--- src/rtl/fifo_pack.sv ---
// fifo_pack: packs RATIO narrow input beats into one wide word and queues the
// words in a DEPTH-entry show-ahead FIFO. A flush commits a partial word with
// zero-padded upper lanes, and out_lanes reports how many lanes are valid.
//
// Ports:
//   clk, rstn        clock, synchronous active-low reset
//   data_in          input beat (IN_W bits)
//   input_valid      beat present on data_in
//   input_enable     block can accept a beat this cycle
//   flush            level request to commit the partial word
//   data_out         head word, first-received beat in lane 0
//   out_lanes        number of valid lanes in data_out
//   output_valid     head word present
//   output_enable    consumer takes the head word
//   count            stored words (0..DEPTH)
//   full, empty      count==DEPTH / count==0
module fifo_pack #(
  parameter int unsigned IN_W  = 8,
  parameter int unsigned RATIO = 2,
  parameter int unsigned DEPTH = 32
) (
  input  logic                          clk,
  input  logic                          rstn,
  input  logic [IN_W-1:0]               data_in,
  input  logic                          input_valid,
  output logic                          input_enable,
  input  logic                          flush,
  output logic [IN_W*RATIO-1:0]         data_out,
  output logic [$clog2(RATIO):0]        out_lanes,
  output logic                          output_valid,
  input  logic                          output_enable,
  output logic [$clog2(DEPTH):0]        count,
  output logic                          full,
  output logic                          empty
);

  localparam int unsigned AW = $clog2(DEPTH);
  localparam int unsigned LW = $clog2(RATIO) + 1;
  localparam int unsigned BW = $clog2(RATIO);
  localparam int unsigned WW = IN_W * RATIO;

  logic [WW-1:0] mem_data_q  [DEPTH];
  logic [LW-1:0] mem_lanes_q [DEPTH];

  logic [WW-1:0] pack_q,   pack_d;
  logic [BW-1:0] bcnt_q,   bcnt_d;
  logic [AW-1:0] wr_ptr_q, wr_ptr_d;
  logic [AW-1:0] rd_ptr_q, rd_ptr_d;
  logic [AW:0]   count_q,  count_d;

  logic          last_c;
  logic          accept_c;
  logic          pop_c;
  logic          commit_c;
  logic [WW-1:0] word_c;
  logic [LW-1:0] lanes_c;

  // Status flags and show-ahead head word, all derived from registered state.
  assign full         = (count_q == (AW+1)'(DEPTH));
  assign empty        = (count_q == '0);
  assign count        = count_q;
  assign output_valid = !empty;
  assign last_c       = (bcnt_q == BW'(RATIO - 1));
  // A full FIFO still takes beats that only fill the packing register.
  assign input_enable = !full || !last_c;
  assign data_out     = mem_data_q[rd_ptr_q];
  assign out_lanes    = mem_lanes_q[rd_ptr_q];

  // Next-state: merge the incoming beat, decide commit/pop, move pointers.
  always_comb begin
    word_c   = pack_q;
    pack_d   = pack_q;
    bcnt_d   = bcnt_q;
    wr_ptr_d = wr_ptr_q;
    rd_ptr_d = rd_ptr_q;
    count_d  = count_q;

    accept_c = input_valid && input_enable;
    pop_c    = output_valid && output_enable;

    for (int unsigned i = 0; i < RATIO; i++) begin
      if (accept_c && (bcnt_q == BW'(i))) begin
        word_c[i*IN_W +: IN_W] = data_in;
      end
    end
    lanes_c = LW'(bcnt_q) + LW'(accept_c);

    // Flush covers a beat arriving this cycle; a full FIFO holds it off.
    commit_c = !full && ((accept_c && last_c) || (flush && (lanes_c != '0)));

    if (commit_c) begin
      pack_d   = '0;
      bcnt_d   = '0;
      wr_ptr_d = wr_ptr_q + AW'(1);
    end else if (accept_c) begin
      pack_d = word_c;
      bcnt_d = bcnt_q + BW'(1);
    end

    if (pop_c) begin
      rd_ptr_d = rd_ptr_q + AW'(1);
    end

    count_d = count_q + (AW+1)'(commit_c) - (AW+1)'(pop_c);
  end

  // Control state register.
  always_ff @(posedge clk) begin
    if (!rstn) begin
      pack_q   <= '0;
      bcnt_q   <= '0;
      wr_ptr_q <= '0;
      rd_ptr_q <= '0;
      count_q  <= '0;
    end else begin
      pack_q   <= pack_d;
      bcnt_q   <= bcnt_d;
      wr_ptr_q <= wr_ptr_d;
      rd_ptr_q <= rd_ptr_d;
      count_q  <= count_d;
    end
  end

  // Storage array; contents are never reset, output_valid hides stale words.
  always_ff @(posedge clk) begin
    if (rstn && commit_c) begin
      mem_data_q[wr_ptr_q]  <= word_c;
      mem_lanes_q[wr_ptr_q] <= lanes_c;
    end
  end

endmodule

--- config.mk ---
export PLATFORM = sky130hd
export DESIGN_NAME = fifo_pack
export DESIGN_NICKNAME = d
export VERILOG_FILES = /design/src/rtl/fifo_pack.sv
export SDC_FILE = /design/constraint.sdc
export NUM_CORES = 1
export LEC_CHECK = 0
export CAP_MARGIN = 30
export CORE_MARGIN = 2
export CORE_UTILIZATION = 56
export DETAILED_ROUTE_END_ITERATION = 16
export PLACE_DENSITY_LB_ADDON = 0.08
export SYNTH_ARGS = -nofsm -noshare
export SYNTH_HDL_FRONTEND = slang
export SYNTH_SLANG_ARGS = --single-unit
--- constraint.sdc ---
create_clock -name clk -period 4.2 [get_ports clk]
set_input_delay 0.63 -clock clk [delete_from_list [all_inputs] [get_ports clk]]
set_output_delay 0.63 -clock clk [all_outputs]
set_load 0.02 [all_outputs]
# After elaboration in Yosys (flattened, before gate mapping)
# Memories as Yosys holds them, arrays and structs flattened. A register that Yosys moved wholly into a read port is not among the register bits.
# Cells that the tools add are included.
[totals]
inputBits = 13
ramBits = 576
ff_bits = 33
out_inout_bits = 28
mem_count = 2
[classes]
mux = 8
bitwise = 2
reduce_logical = 15
addsub = 6
n_eq_ne = 1
[memory_table]
columns = ["name", "words", "word_bits", "read_ports", "rd_ports_with_merged_regs", "write_ports", "line_no", "source"]
rows = [
  ["mem_data_q", 32, 16, 1, 1, 1, "42", "logic [WW-1:0] mem_data_q [DEPTH];"],
  ["mem_lanes_q", 32, 2, 1, 1, 1, "43", "logic [LW-1:0] mem_lanes_q [DEPTH];"],
]
[op_table]
columns = ["operator", "n"]
rows = [
  ["$mux 5", 4],
  ["$mux 8", 2],
  ["$add 5x1->5 const B", 2],
  ["$logic_and 1x1->1", 7],
  ["$add 6x1->6", 1],
  ["$eq 6x6->1 const B", 1],
  ["$logic_not 6->1", 1],
  ["$sub 6x1->6", 1],
  ["$logic_not 1->1", 3],
  ["$add 1x1->2", 1],
  ["$logic_or 1x1->1", 2],
  ["$mux 1", 2],
  ["$not 1->1", 2],
  ["$reduce_bool 2->1", 1],
  ["$reduce_or 2->1", 1],
  ["$add 1x1->1 const B", 1],
]

# Logic depth before layout (Yosys ltp)
[depth]
word_depth = 12
mapped_depth = 19

# Worst setup path after synthesis
# OpenSTA, ideal clock, no wires.
[synth_path]
path_type = "register -> register"
from = "register count_q[2] (netlist: count[2])"
to = "register count_q[4] (netlist: count[4])"
arrival_time_ns = 4.270
setup_slack_ns = -0.185
path_stages_with_launch = 20
period_less_slack_ns = 4.385
setup_ns = 0.115
path_buffers = 3
path_cell_list = "dfxtp_1 -> inv_1 -> ha_1 -> and4bb_1 -> buf_2 -> a21boi_0 -> buf_2 -> ha_1 -> buf_2 -> inv_1 -> a21oi_2 -> inv_1 -> ha_1 -> inv_1 -> ha_1 -> fa_1 -> a21oi_1 -> o21bai_1 -> xor2_1 -> and2_1"
[synth_via]
elab_chain_cells = 11
[synth_lines]
columns = ["item", "line_no", "source"]
rows = [
  ["from (decl)", "49", "logic [AW:0] count_q, count_d;"],
  ["from (signal assigned)", "120", "count_q <= count_d;"],
  ["$eq 6x6->1", "59", "assign full = (count_q == (AW+1)'(DEPTH));"],
  ["net full", "33", "output logic full,"],
  ["$logic_not 1->1", "65", "assign input_enable = !full || !last_c;"],
  ["$logic_or 1x1->1", "65", ""],
  ["$logic_and 1x1->1", "78", "accept_c = input_valid && input_enable;"],
  ["$add 1x1->2", "86", "lanes_c = LW'(bcnt_q) + LW'(accept_c);"],
  ["net lanes_c[1]", "56", "logic [LW-1:0] lanes_c;"],
  ["$reduce_bool 2->1", "89", "commit_c = !full && ((accept_c && last_c) || (flush && (lanes_c != '0)));"],
  ["$logic_and 1x1->1", "89", ""],
  ["$logic_or 1x1->1", "89", ""],
  ["$logic_and 1x1->1", "89", ""],
  ["$add 6x1->6", "104", "count_d = count_q + (AW+1)'(commit_c) - (AW+1)'(pop_c);"],
  ["$sub 6x1->6", "104", ""],
]
# The timed path passes the listed nets, and every way through them passes these cells.
# A chain may end at the register's enable or synchronous reset.

==> metrics.cfg <==
[placed_design]
place_inst = 1821
io_buffers = 40
gp_congestion = 0.7842
placed_area_um2 = 25370
dpl.hpwl_um = 31040

[yosys]
synth_area_um2 = 23900
synthAdderAreaFrac_pct = 0.8692
synth_enable_flop_cells = 576
synthMuxAreaShare_pct = 13.95
ys_seq_elements = 614
synth_cells = 1251
synthFlopType = edfxtp_1
netlist-cell-type-count = 45
synth-compound-area-share_pct = 3.775
synth_top_family_by_area = multiplexers
synth_xor_area_share_pct = 0.3665
synth-simple-area-share_pct = 3.728
synthArstFlopShare_pct = 0
avgSynthCellArea_um2 = 19.10
syn-num-nets = 1280
yosysSeqAreaShare_pct = 75.57
ys_warn_count = 0

[global_route]
overflow = 0
grt_pass1_wl_um = 79050
grt_pass1_vias = 12050
grt_start_max_net_pins = 43
grt_antenna_before_repair = 2
grt_usage_pct = 24.84

[sta]
relSlewSlack_pct = 44.30
fin_crit_sh_pct = 93.26
finalSetupViolCount = 0
final.setup.tns_ps = 0
fmax_ghz = 0.2553
grt_setup_unrepaired = no
hold-worst-slack_ps = 499.5
slew_violations = 0
hold_viol = 0
layout_min_cycle_time_ps = 3917
worst-slew-pin-transition_ps = 835.5
skew_ps = 14.13

[drt]
vias_per_cell = 6.149
vias = 11900
drtIter0Drc = 954
wl_met2_um = 25780
ant_nets = 0
drc_errors = 0
dr_wl_met3_um = 3511
first_pass_iters = 5
wl_per_cell_um = 27.57
wl_met1_um = 22910
wl_um = 53360
highest_layer = met5

[cts]
cts-buffers-inserted = 60
cts.sinks = 614
cts_tree = done
hold_buffers = 0
root_buffer = clkbuf_16
path_clk_slew_ps = 60
cts_max_path_buffers = 3
ctsHtreeMaxLevel = 2
cts_resized = 0
worstSkewPairLatency_ps = 620
post_cts_buffers = 0

[worst_setup_path]
reg2regPathDepth = 17
worstSetupStartpointType = flop
crit_type = reg2out
rr_startpoint = count[2]
crit_path_end_kind = primary output
cp_data_required_time_ps = 3570
crit_fanout = 39
critPathArrivalTime_ps = 3290

[floorplan]
core_um2 = 42040
die_y_um = 210.6
ios = 41
die-area_um2 = 44340
rows = 75
fp.dieW_um = 210.6
floorplan.initialDensity_pct = 56.84

[min_path]
hold_depth = 2
hold_class = reg2reg
hp-start = pack_q[12]

[cells_and_area]
fin_nets = 1374
area_growth_pct = 14.37
finalInstanceArea_um2 = 27330
fillerInstances = 2827
drive_gt1_share_pct = 19.91
fin_cells = 1935
antenna_cells = 0

[job]
maxCapViolCount = 0

[power_and_ir_drop]
cellLeakagePower_uw = 0.008472
vdd_drop_max_v = 0.0005428
p_per_area_nw_per_um2 = 519.7

[status]
status = finished clean

==> cell usage in the layout, fill, tap and decap left out, types with 17 or more instances in the layout <==
cell type | Yosys | layout
dfxtp_1 | 38 | 36
edfxtp_1 | 576 | 576
clkbuf_16 | 0 | 65
buf_12 | 0 | 17
clkinv_1 | 0 | 19
buf_4 | 5 | 43
nand3_1 | 44 | 44
clkdlybuf4s50_1 | 0 | 40
a22oi_1 | 108 | 108
mux2i_1 | 153 | 153
nor2_2 | 0 | 32
mux4_2 | 72 | 72
nand4_1 | 22 | 22
==> path summary, 6_finish.rpt <==
| path | end | slack (ps) |
|---|---|---|
| min | pack_q[12] | 500 |
| min reg2reg | pack_q[12] | 500 |
| max | data_out[2] | 280 |
| max reg2reg | count[4] | 830 |
==> layer usage <==
layer  track usage, %  vias up
met2            39.77      404
met3            4.425       73
met4            6.338        2
li1                 -     5274
met1            35.94     6145
met5                0        -
==> flip-flops by register name, indices dropped and copies added (netlist names), named ones only <==
| name | count |
|---|---|
| pack_q | 16 |
| wr_ptr_q | 5 |
| rd_ptr_q | 5 |
| count | 6 |
| mem_lanes_q | 64 |
| mem_data_q | 512 |
| bcnt_q | 1 |
==> Yosys cell counts, types with 6 or more instances <==
cell        n  share of area [%]
edfxtp_1  576                 72
mux2i_1   153                6.4
a22oi_1   108                3.4
mux4_2     72                6.8
nand3_1    44               0.92
nor2_1     44               0.69
dfxtp_1    38                3.2
buf_2      37               0.77
nand4_1    22               0.58
clkbuf_1   19               0.30
mux2_2     16               0.75
and2_1     15               0.39
ha_1       15               0.79
inv_1      14               0.22
nor2b_1    14               0.37
nand2_1     6              0.094
xnor2_1     6               0.22
==> area by class of cell <==
cell class	count	area [um2]	area share (%)
tap	539	674.4	2.468
multi-input combinational	554	5519	20.20
clock buffer	76	1688	6.176
clock inverter	37	255.2	0.9340
inverter	14	52.55	0.1923
timing repair buffer	101	1075	3.933
sequential	614	18060	66.10
==> critical path: stages (launching register included) <==
cell and delay (ps):
dfxtp_4 850, buf_12 340, mux4_2 330, a22oi_1 330, nand4_1 180, clkdlybuf4s50_1 590
==> where the power goes <==
part	switching, uW	leakage, uW	internal [uW]
Combinational	1160	0.00194	844
Sequential	86.5	0.00558	6870
Clock	2220	0.000947	3020
==> stage by stage <==
stage,total power (uW),util [%],setup slack [ps]
floorplan,8289,-,9.298
global placement,9053,60.31,649.3
detailed placement,9092,60.34,587.2
CTS,14300,64.96,87.05
global route,14680,65.01,76.92
finish,14200,65.01,283.3
==> cell families after synthesis <==
kind of cell	count (synthesis)
buffers and inverters	83
AO/OA/AOI/OAI	122
adder cells (fa/ha/maj)	16
XOR/XNOR	10
flip-flops	614
multiplexers	241
AND/OR/NAND/NOR	165
Note: power is estimated with default switching activity, not from simulation.
